## config.mk

```make
export PLATFORM = sky130hd
export DESIGN_NAME = exec_ctrl_flat
export DESIGN_NICKNAME = d
export VERILOG_FILES = /design/src/rtl/exec_ctrl_pkg.sv /design/src/rtl/exec_ctrl_if.sv /design/src/rtl/exec_decode.sv /design/src/rtl/exec_ctrl.sv /design/src/flat_wrapper.sv
export SDC_FILE = /design/constraint.sdc
export NUM_CORES = 1
export LEC_CHECK = 0
export ABC_AREA = 0
export CAP_MARGIN = 20
export CORE_ASPECT_RATIO = 1.25
export CORE_MARGIN = 4
export CORE_UTILIZATION = 42
export CTS_CLUSTER_SIZE = 20
export DETAILED_ROUTE_END_ITERATION = 10
export MAX_ROUTING_LAYER = met4
export PLACE_DENSITY = 0.79
export RECOVER_POWER = 25
export SYNTH_ARGS = -nofsm -noshare
export SYNTH_HDL_FRONTEND = slang
export SYNTH_SLANG_ARGS = --single-unit
```

## constraint.sdc

```tcl
create_clock -name clk -period 2.52 [get_ports clk]
set_clock_uncertainty 0.15 [all_clocks]
set_input_delay 0.252 -clock clk [delete_from_list [all_inputs] [get_ports clk]]
set_output_delay 0.252 -clock clk [all_outputs]
set_load 0.005 [all_outputs]
```

## src/rtl/exec_ctrl_pkg.sv

```systemverilog
// Shared definitions for the execute-stage controller: operand type, ALU
// control codes, opcode constants and the FSM state encoding.
package exec_ctrl_pkg;

  typedef logic [31:0] data_port;

  localparam logic [1:0] ALU_AND = 2'b00;
  localparam logic [1:0] ALU_OR  = 2'b01;
  localparam logic [1:0] ALU_ADD = 2'b10;
  localparam logic [1:0] ALU_SUB = 2'b11;

  localparam logic [6:0] OP_R      = 7'b0110011;
  localparam logic [6:0] OP_IMM    = 7'b0010011;
  localparam logic [6:0] OP_LOAD   = 7'b0000011;
  localparam logic [6:0] OP_STORE  = 7'b0100011;
  localparam logic [6:0] OP_BRANCH = 7'b1100011;

  typedef enum logic [1:0] {
    ST_IDLE = 2'd0,
    ST_EXEC = 2'd1,
    ST_RESP = 2'd2
  } exec_state_e;

endpackage

```

## src/rtl/exec_ctrl_if.sv

```systemverilog
// Request/response bundle between the issue logic (master) and exec_ctrl (slave).
interface exec_ctrl_if;
  import exec_ctrl_pkg::*;

  // Both channels: a transfer happens on the rising edge where valid and ready
  // are both high; the sender holds valid and payload stable until that edge.
  logic       req_valid;
  logic       req_ready;
  logic [6:0] req_opcode;
  logic [2:0] req_funct3;
  logic       req_funct7_5;
  data_port   req_rs1;
  data_port   req_rs2;
  data_port   req_imm;

  logic       rsp_valid;
  logic       rsp_ready;
  data_port   rsp_result;
  logic       rsp_taken;
  logic       rsp_illegal;

  modport master (
    output req_valid, req_opcode, req_funct3, req_funct7_5, req_rs1, req_rs2, req_imm,
    input  req_ready,
    input  rsp_valid, rsp_result, rsp_taken, rsp_illegal,
    output rsp_ready
  );

  modport slave (
    input  req_valid, req_opcode, req_funct3, req_funct7_5, req_rs1, req_rs2, req_imm,
    output req_ready,
    output rsp_valid, rsp_result, rsp_taken, rsp_illegal,
    input  rsp_ready
  );

endinterface

```

## src/rtl/exec_decode.sv

```systemverilog
// Combinational decode of opcode/funct3/funct7_5 into ALU control, operand
// select, branch condition and illegal flag.
module exec_decode
  import exec_ctrl_pkg::*;
(
  input  logic [6:0] opcode_i,
  input  logic [2:0] funct3_i,
  input  logic       funct7_5_i,
  output logic [1:0] ctrl_o,
  output logic       use_imm_o,
  output logic       is_branch_o,
  output logic       branch_inv_o,
  output logic       illegal_o
);

  always_comb begin
    ctrl_o       = ALU_ADD;
    use_imm_o    = 1'b0;
    is_branch_o  = 1'b0;
    branch_inv_o = 1'b0;
    illegal_o    = 1'b0;
    case (opcode_i)
      OP_R: begin
        case (funct3_i)
          3'b000:  ctrl_o = funct7_5_i ? ALU_SUB : ALU_ADD;
          3'b111:  ctrl_o = ALU_AND;
          3'b110:  ctrl_o = ALU_OR;
          default: illegal_o = 1'b1;
        endcase
      end
      OP_IMM: begin
        use_imm_o = 1'b1;
        case (funct3_i)
          3'b000:  ctrl_o = ALU_ADD;
          3'b111:  ctrl_o = ALU_AND;
          3'b110:  ctrl_o = ALU_OR;
          default: illegal_o = 1'b1;
        endcase
      end
      OP_LOAD, OP_STORE: begin
        use_imm_o = 1'b1;
      end
      OP_BRANCH: begin
        // Branches compare by subtraction; the zero flag carries the outcome.
        ctrl_o      = ALU_SUB;
        is_branch_o = 1'b1;
        case (funct3_i)
          3'b000:  branch_inv_o = 1'b0;
          3'b001:  branch_inv_o = 1'b1;
          default: illegal_o = 1'b1;
        endcase
      end
      default: illegal_o = 1'b1;
    endcase
  end

endmodule

```

## src/rtl/exec_ctrl.sv

```systemverilog
// Execute-stage controller: registers ALU inputs, captures the ALU result and
// returns it over a response handshake. Option: EXEC_CTRL_BACK_TO_BACK_EN.
module exec_ctrl
  import exec_ctrl_pkg::*;
#(
  parameter int WAIT_CYCLES = 0
) (
  input  logic        clk,
  input  logic        reset,
  exec_ctrl_if.slave  bus,
  output logic [1:0]  alu_ctrl,
  output data_port    alu_in_1,
  output data_port    alu_in_2,
  input  data_port    alu_out,
  input  logic        alu_zero,
  output logic [1:0]  state_o
);

  localparam logic [1:0] S_IDLE    = 2'(ST_IDLE);
  localparam logic [1:0] S_EXEC    = 2'(ST_EXEC);
  localparam logic [1:0] S_RESP    = 2'(ST_RESP);
  localparam logic [3:0] WAIT_LAST = 4'(WAIT_CYCLES);

  logic [1:0] state_q, state_d;
  logic [3:0] cnt_q, cnt_d;
  logic [1:0] ctrl_q, ctrl_d;
  data_port   in1_q, in1_d;
  data_port   in2_q, in2_d;
  logic       br_q, br_d;
  logic       inv_q, inv_d;
  data_port   result_q, result_d;
  logic       taken_q, taken_d;
  logic       illegal_q, illegal_d;

  logic [1:0] dec_ctrl;
  logic       dec_use_imm;
  logic       dec_is_branch;
  logic       dec_branch_inv;
  logic       dec_illegal;
  logic       req_ready;
  logic       accept;

  exec_decode u_decode (
    .opcode_i     (bus.req_opcode),
    .funct3_i     (bus.req_funct3),
    .funct7_5_i   (bus.req_funct7_5),
    .ctrl_o       (dec_ctrl),
    .use_imm_o    (dec_use_imm),
    .is_branch_o  (dec_is_branch),
    .branch_inv_o (dec_branch_inv),
    .illegal_o    (dec_illegal)
  );

  always_comb begin
    req_ready = 1'b0;
    if (state_q == S_IDLE) begin
      req_ready = 1'b1;
    end
`ifdef EXEC_CTRL_BACK_TO_BACK_EN
    // A new request may enter on the same edge the pending response leaves.
    else if (state_q == S_RESP) begin
      req_ready = bus.rsp_ready;
    end
`endif
  end

  assign accept = bus.req_valid & req_ready;

  always_comb begin
    state_d   = state_q;
    cnt_d     = cnt_q;
    ctrl_d    = ctrl_q;
    in1_d     = in1_q;
    in2_d     = in2_q;
    br_d      = br_q;
    inv_d     = inv_q;
    result_d  = result_q;
    taken_d   = taken_q;
    illegal_d = illegal_q;
    case (state_q)
      S_IDLE: ;
      S_EXEC: begin
        if (cnt_q == WAIT_LAST) begin
          state_d   = S_RESP;
          cnt_d     = 4'd0;
          result_d  = alu_out;
          taken_d   = br_q & (alu_zero ^ inv_q);
          illegal_d = 1'b0;
        end else begin
          cnt_d = cnt_q + 4'd1;
        end
      end
      S_RESP: begin
        if (bus.rsp_ready) begin
          state_d = S_IDLE;
        end
      end
      default: state_d = S_IDLE;
    endcase
    // Illegal requests skip EXEC and leave the ALU operands untouched.
    if (accept) begin
      if (dec_illegal) begin
        state_d   = S_RESP;
        result_d  = '0;
        taken_d   = 1'b0;
        illegal_d = 1'b1;
      end else begin
        state_d = S_EXEC;
        cnt_d   = 4'd0;
        ctrl_d  = dec_ctrl;
        in1_d   = bus.req_rs1;
        in2_d   = dec_use_imm ? bus.req_imm : bus.req_rs2;
        br_d    = dec_is_branch;
        inv_d   = dec_branch_inv;
      end
    end
  end

  always_ff @(posedge clk) begin
    if (reset) begin
      state_q   <= S_IDLE;
      cnt_q     <= 4'd0;
      ctrl_q    <= ALU_ADD;
      in1_q     <= '0;
      in2_q     <= '0;
      br_q      <= 1'b0;
      inv_q     <= 1'b0;
      result_q  <= '0;
      taken_q   <= 1'b0;
      illegal_q <= 1'b0;
    end else begin
      state_q   <= state_d;
      cnt_q     <= cnt_d;
      ctrl_q    <= ctrl_d;
      in1_q     <= in1_d;
      in2_q     <= in2_d;
      br_q      <= br_d;
      inv_q     <= inv_d;
      result_q  <= result_d;
      taken_q   <= taken_d;
      illegal_q <= illegal_d;
    end
  end

  assign bus.req_ready   = req_ready;
  assign bus.rsp_valid   = (state_q == S_RESP);
  assign bus.rsp_result  = result_q;
  assign bus.rsp_taken   = taken_q;
  assign bus.rsp_illegal = illegal_q;
  assign alu_ctrl        = ctrl_q;
  assign alu_in_1        = in1_q;
  assign alu_in_2        = in2_q;
  assign state_o         = state_q;

endmodule

```

## src/flat_wrapper.sv

```systemverilog
// flat-port wrapper written by rule: the top's interface ports become plain ports
module exec_ctrl_flat import exec_ctrl_pkg::*;
#(
  parameter int WAIT_CYCLES = 0
)
  (clk, reset, alu_ctrl, alu_in_1, alu_in_2, alu_out, alu_zero, state_o, bus_req_valid, bus_req_opcode, bus_req_funct3, bus_req_funct7_5, bus_req_rs1, bus_req_rs2, bus_req_imm, bus_req_ready, bus_rsp_valid, bus_rsp_result, bus_rsp_taken, bus_rsp_illegal, bus_rsp_ready);
  exec_ctrl_if bus_i ();
  input  logic clk;
  input  logic reset;
  output logic [1:0] alu_ctrl;
  output data_port alu_in_1;
  output data_port alu_in_2;
  input  data_port alu_out;
  input  logic alu_zero;
  output logic [1:0] state_o;
  input wire logic [$bits(bus_i.req_valid)-1:0] bus_req_valid;
  input wire logic [$bits(bus_i.req_opcode)-1:0] bus_req_opcode;
  input wire logic [$bits(bus_i.req_funct3)-1:0] bus_req_funct3;
  input wire logic [$bits(bus_i.req_funct7_5)-1:0] bus_req_funct7_5;
  input wire logic [$bits(bus_i.req_rs1)-1:0] bus_req_rs1;
  input wire logic [$bits(bus_i.req_rs2)-1:0] bus_req_rs2;
  input wire logic [$bits(bus_i.req_imm)-1:0] bus_req_imm;
  output wire logic [$bits(bus_i.req_ready)-1:0] bus_req_ready;
  output wire logic [$bits(bus_i.rsp_valid)-1:0] bus_rsp_valid;
  output wire logic [$bits(bus_i.rsp_result)-1:0] bus_rsp_result;
  output wire logic [$bits(bus_i.rsp_taken)-1:0] bus_rsp_taken;
  output wire logic [$bits(bus_i.rsp_illegal)-1:0] bus_rsp_illegal;
  input wire logic [$bits(bus_i.rsp_ready)-1:0] bus_rsp_ready;
  assign bus_i.req_valid = bus_req_valid;
  assign bus_i.req_opcode = bus_req_opcode;
  assign bus_i.req_funct3 = bus_req_funct3;
  assign bus_i.req_funct7_5 = bus_req_funct7_5;
  assign bus_i.req_rs1 = bus_req_rs1;
  assign bus_i.req_rs2 = bus_req_rs2;
  assign bus_i.req_imm = bus_req_imm;
  assign bus_req_ready = bus_i.req_ready;
  assign bus_rsp_valid = bus_i.rsp_valid;
  assign bus_rsp_result = bus_i.rsp_result;
  assign bus_rsp_taken = bus_i.rsp_taken;
  assign bus_rsp_illegal = bus_i.rsp_illegal;
  assign bus_i.rsp_ready = bus_rsp_ready;
  exec_ctrl #(.WAIT_CYCLES(WAIT_CYCLES)) u_core (.clk(clk), .reset(reset), .bus(bus_i), .alu_ctrl(alu_ctrl), .alu_in_1(alu_in_1), .alu_in_2(alu_in_2), .alu_out(alu_out), .alu_zero(alu_zero), .state_o(state_o));
endmodule
```

Word level (Yosys, flattened, before mapping)
Cells that the tools add are included.
{"block": "word_totals", "register_bits": 108, "input_bits": 144, "out_inout_bits": 104, "elab_cells": 72}
{"block": "classes", "addsub": 1, "n_eq_ne": 13, "n_mux": 34, "bitwise": 4, "reduce_logical": 10}
{"op": "$mux 32", "count": 5}
{"op": "$pmux 2 s3", "count": 3}
{"op": "$mux 1", "count": 16}
{"op": "$mux 4", "count": 4}
{"op": "$eq 7x6->1 const B", "count": 2}
{"op": "$mux 2", "count": 4}
{"op": "$eq 7x2->1 const B", "count": 1}
{"op": "$eq 7x5->1 const B", "count": 1}
{"op": "$eq 7x7->1 const B", "count": 1}
{"op": "$eq 3x3->1 const B", "count": 2}
{"op": "$ne 3x1->1 const B", "count": 2}
{"op": "$reduce_or 2->1", "count": 3}
{"op": "$reduce_or 3->1", "count": 2}
{"op": "$add 4x1->4 const B", "count": 1}
{"op": "$logic_not 4->1", "count": 1}
{"op": "$pmux 2 s2", "count": 1}
{"op": "$eq 3x1->1 const B", "count": 1}
{"op": "$logic_not 3->1", "count": 1}
{"op": "$pmux 1 s3", "count": 1}
{"op": "$reduce_and 3->1", "count": 1}
{"op": "$and 1x1->1", "count": 2}
{"op": "$eq 2x1->1 const B", "count": 1}
{"op": "$eq 2x2->1 const B", "count": 1}
{"op": "$logic_not 2->1", "count": 1}
{"op": "4 further kinds", "count": 4}

Longest topological paths before layout
{"block": "logic_depth", "word_depth": 6, "mapped_depth": 7, "ltp_nobuf": 6}

By module
A second synthesis with hierarchy kept.
{"block": "unflattened", "cells_unflattened": 514, "area_unflattened_um2": 4405.5}
{"module": "exec_ctrl", "instances": 1, "cells_each": 495, "area_per_inst_um2": 4269.1, "seq_area_each_um2": 2162.1}
{"module": "exec_decode", "instances": 1, "cells_each": 19, "area_per_inst_um2": 136.4, "seq_area_each_um2": 0.0}

Least setup slack after synthesis
No wires, ideal clock.
{"block": "synth_timing", "kind": "input to register", "startpoint": "input port bus_req_funct3[2]", "endpoint": "register u_core.br_q", "setup_ps": 123, "t_arrival_ps": 1538, "required_time_ps": 2247, "setup_slack_ps": 709, "stages": 6, "n_path_buf": 2, "path_cell_list": "or3_1 -> a21oi_2 -> o211a_1 -> buf_6 -> buf_8 -> mux2_1"}
{"block": "synth_via", "elab_chain_len": 6, "word_cells_on_any_way": 11, "classes_between": "eq/ne (3); mux (3); bitwise (1); reduce/logical (4)"}
{"item": "start, declared", "line_no": "flat_wrapper.sv:18", "text": "input wire logic [$bits(bus_i.req_funct3)-1:0] bus_req_funct3;"}
{"item": "$eq 3x3->1 (tied with other cells)", "line_no": "exec_decode.sv:24, exec_decode.sv:33"}
{"item": "$reduce_or 3->1 (no line) or $reduce_or 2->1 (tied branches)"}
{"item": "$mux 1 (on tied branches)", "line_no": "exec_decode.sv:24, exec_decode.sv:33, exec_decode.sv:47"}
{"item": "$pmux 1 s3 *", "line_no": "exec_decode.sv:22", "text": "case (opcode_i)"}
{"item": "$not 1->1 (no line) *"}
{"item": "$reduce_and 2->1 (no line) *"}
{"item": "end signal, assigned", "line_no": "exec_ctrl.sv:137", "text": "br_q <= br_d;"}
{"item": "end, declared", "line_no": "exec_ctrl.sv:29", "text": "logic br_q, br_d;"}
Every way passes the cells marked *; elsewhere a longest branch is shown, timed or not.
A chain may end at the register's enable or synchronous reset.

Final worst setup path
{"block": "layout_timing", "startpoint": "input port bus_req_funct3[2]", "endpoint": "register u_core.result_q[15] (netlist: u_core.bus.rsp_result[15])"}
{"block": "layout_via", "elab_chain_len": 6, "word_cells_on_any_way": 11, "classes_between": "eq/ne (3); mux (5); reduce/logical (3)"}
{"item": "$eq 3x3->1 (tied with other cells)", "line_no": "exec_decode.sv:24, exec_decode.sv:33"}
{"item": "$reduce_or 3->1 (no line) or $reduce_or 2->1 (tied branches)"}
{"item": "$mux 1 (on tied branches)", "line_no": "exec_decode.sv:24, exec_decode.sv:33, exec_decode.sv:47"}
{"item": "$pmux 1 s3 *", "line_no": "exec_decode.sv:22"}
{"item": "$mux 32 *", "line_no": "exec_ctrl.sv:102", "text": "if (dec_illegal) begin"}
{"item": "$mux 32 *", "line_no": "exec_ctrl.sv:101", "text": "if (accept) begin"}
{"item": "end signal, assigned", "line_no": "exec_ctrl.sv:139", "text": "result_q <= result_d;"}
{"item": "end, declared", "line_no": "exec_ctrl.sv:31", "text": "data_port result_q, result_d;"}
Marks and branches as above.

==> results.sh <==
export IMPL_setup_viol=0
export IMPL_p_leak_nw=3.070
export IMPL_rr_worst_depth=4
export IMPL_final_common_cell="clkdlybuf4s50_1"
export IMPL_syn_cell_area_um2=5537
export IMPL_cts_tree="built"
export IMPL_cts_root_buf="clkbuf_16"
export IMPL_crit_reg2reg_launch="u_core.state_o[0]"
export IMPL_syn2layout_area_growth_pct=53.42
export IMPL_reg2reg_to="u_core.bus.rsp_result[15]"
export IMPL_post_cts_resized=0
export IMPL_top_layer_used="met4"
export IMPL_dp_cells=963
export IMPL_cp_end_kind="flip-flop"
export IMPL_drc=0
export IMPL_power_density_nw_per_um2=450.1
export IMPL_cts_sinks=108
export IMPL_core_um2=12780
export IMPL_synthArstFlopShare=0
export IMPL_portBuffers=247
export IMPL_synth_ff_type="dfxtp_1"
export IMPL_die_w_um=110.7
export IMPL_mostFrequentLayoutCells="clkdlybuf4s50_1, dfxtp_1, nand2b_1, dlygate4sd3_1"
export IMPL_yosys_area_share_simple=0.2391
export IMPL_diodes=0
export IMPL_grt_usage=0.2260
export IMPL_ff2ff_setup_slack_ns=0.56
export IMPL_ys_ff_latch=108
export IMPL_min_path_type="input port to flip-flop"
export IMPL_slew_headroom=0.6837
export IMPL_htree_levels=3
export IMPL_finalNonFillerCells=979
export IMPL_path_cells="clkdlybuf4s50_1 -> or3_1 -> a21oi_4 -> buf_12 -> o21ai_4 -> buf_12 -> a221oi_2"
export IMPL_gp_congestion=0.8354
export IMPL_critPathLaunchType="input port"
export IMPL_finalSetupTns_ns=0
export IMPL_clock_fmax_mhz=467.3
export IMPL_grt_ovfl_total=0
export IMPL_hold_depth=2
export IMPL_yosysWarnings=0
export IMPL_synth_fa_ha_area_frac=0.004520
export IMPL_crit_path_max_incr_delay_ns=0.48
export IMPL_syn_inst=594
export IMPL_arrival_ns=2.23
export IMPL_ys_seq_area_frac=0.3905
export IMPL_die_h_um=136.4
export IMPL_grt_pass1_wl_um=27320
export IMPL_fin_nets=952
export IMPL_first_pass_iters=4
export IMPL_finalCriticalPeriod_ns=2.140
export IMPL_path_clk_slew_ns=0.07
export IMPL_cp_required_ns=2.61
export IMPL_cts_buffers=9
export IMPL_dieArea_um2=15090
export IMPL_fin_area_um2=8494
export IMPL_wl_met2_um=8973
export IMPL_ios=248
export IMPL_cp_top_family="buffers and inverters"
export IMPL_drive_gt1_frac=0.09371
export IMPL_initial_utilization=0.4333
export IMPL_synthDistinctLibCells=46
export IMPL_crit_slowest_cell="clkdlybuf4s50_1"
export IMPL_drtIter0Drc=305
export IMPL_wl_um=17140
export IMPL_rsz0062_at_grt="no"
export IMPL_via_per_inst=5.397
export IMPL_synth_area_mux_share=0.06712
export IMPL_layout_worst_path_cycle_share=0.8493
export IMPL_dpl_cell_area_um2=8154
export IMPL_antenna_left=0
export IMPL_crit_top_cell="buf_12"
export IMPL_worst_pin_slew_ns=0.4744
export IMPL_min_to="u_core.state_o[0]"
export IMPL_worstSetupPathType="input port to flip-flop"
export IMPL_finalMaxSlewViolations=0
export IMPL_synth_top_area_share=0.3905
export IMPL_hold_ws_ns=0.2606
export IMPL_grt_pass1_vias=5438
export IMPL_maxCapViolCount=0
export IMPL_min_from="reset"
export IMPL_vias=5284
export IMPL_place_hpwl_um=12480
export IMPL_cp_startpoint="bus_req_funct3[2]"
export IMPL_clock_path_buffers=2
export IMPL_postSynthAreaPerCell_um2=9.321
export IMPL_synth_top_cell_by_area="dfxtp_1"
export IMPL_path_buf_inv=3
export IMPL_status="completed"
export IMPL_m1WireLength_um=6877
export IMPL_antenna_found_initial=0
export IMPL_post_drt_wl_per_cell_um=17.51
export IMPL_yosys_area_share_xor_xnor=0.003164
export IMPL_cp_max_fo=37
export IMPL_synth_top_family_by_area="simple AND/OR/NAND/NOR gates"
export IMPL_yosys_top_cells_area="dfxtp_1, nand2b_1, a221oi_2, mux2i_1, o221ai_1"
export IMPL_syn_nets=740
export IMPL_total_power_mw=3.823
export IMPL_clk_latency_ns=0.34
export IMPL_grt_max_degree=65
export IMPL_rows=46
export IMPL_post_cts_buffers=0
export IMPL_ctsHoldBuffers=0
export IMPL_peakVddDrop_mv=0.3919
export IMPL_wl_met3_um=999
export IMPL_synth_compound_area_frac=0.2305
export IMPL_hold_viol=0
export IMPL_synth_edf_count=0
-- per-stage QoR --
step / util / worst slack (ns)
after CTS: 0.6648 / 0.4156
final: 0.6648 / 0.3799
after floorplan: - / 0.7089
after global placement: 0.6382 / 0.1434
after global routing: 0.6648 / 0.3460
after detailed placement: 0.6382 / 0.09211
-- sequential cells by signal (all words and copies together) (netlist names) --
register and flops:
u_core.alu_in_1 32, u_core.alu_in_2 32, u_core.bus.rsp_result 32, u_core.cnt_q 4, u_core.alu_ctrl 2, u_core.state_o 2
u_core.br_q 1, u_core.bus.rsp_illegal 1, u_core.bus.rsp_taken 1, u_core.inv_q 1
-- report_power, final --
group	switching [mW]	total [mW]	internal [mW]
Clock	0.636	1.61	0.974
Sequential	0.00802	1.72	1.72
Combinational	0.189	0.490	0.300
-- worst max-delay path by stage --
stage	slack (ns)	endpoint	cells past startpoint
2_1_floorplan	0.71	u_core.br_q	6
3_3_place_gp	0.14	u_core.bus.rsp_taken	7
3_5_place_dp	0.09	u_core.bus.rsp_taken	7
4_1_cts	0.42	u_core.bus.rsp_result[15]	7
5_1_grt	0.35	u_core.bus.rsp_taken	7
6_report	0.38	u_core.bus.rsp_result[15]	7
-- routing by layer --
layer	GRT usage	up-vias
met4	0.07187	0
met3	0.05432	22
met5	-	-
met1	0.2491	2510
li1	-	2573
met2	0.4035	179
-- cell usage after synthesis (all sizes together) (2+ instances only) --
| library cell | instances |
|---|---|
| a21boi | 32 |
| a21oi | 7 |
| a221oi | 33 |
| and3 | 32 |
| buf | 30 |
| clkbuf | 36 |
| dfxtp | 108 |
| ha | 2 |
| inv | 5 |
| mux2i | 36 |
| nand2 | 36 |
| nand2b | 101 |
| nand3 | 33 |
| nand3b | 2 |
| nand4 | 2 |
| nor2 | 4 |
| nor2b | 3 |
| nor3 | 5 |
| nor3b | 4 |
| o21ai | 34 |
| o221ai | 33 |
| or3b | 2 |
-- kinds of logic (layout without fill, tap and decap cells) --
family                   Yosys count  in the layout
buffers and inverters             71            288
flip-flops                       108            108
AO/OA/AOI/OAI                    145            145
XOR/XNOR                           2              2
AND/OR/NAND/NOR                  229            229
multiplexers                      37             37
adder cells (fa/ha/maj)            2              2
-- final cells by class --
class / count / area [um2]
sequential: 108 / 2162
fill: 1021 / 4283
tap: 168 / 210.2
clock inverter: 6 / 111.4
timing repair buffer: 267 / 2695
inverter: 5 / 18.77
clock buffer: 10 / 229.0
multi-input combinational: 415 / 3068
Note: power is estimated with default switching activity, not from simulation.
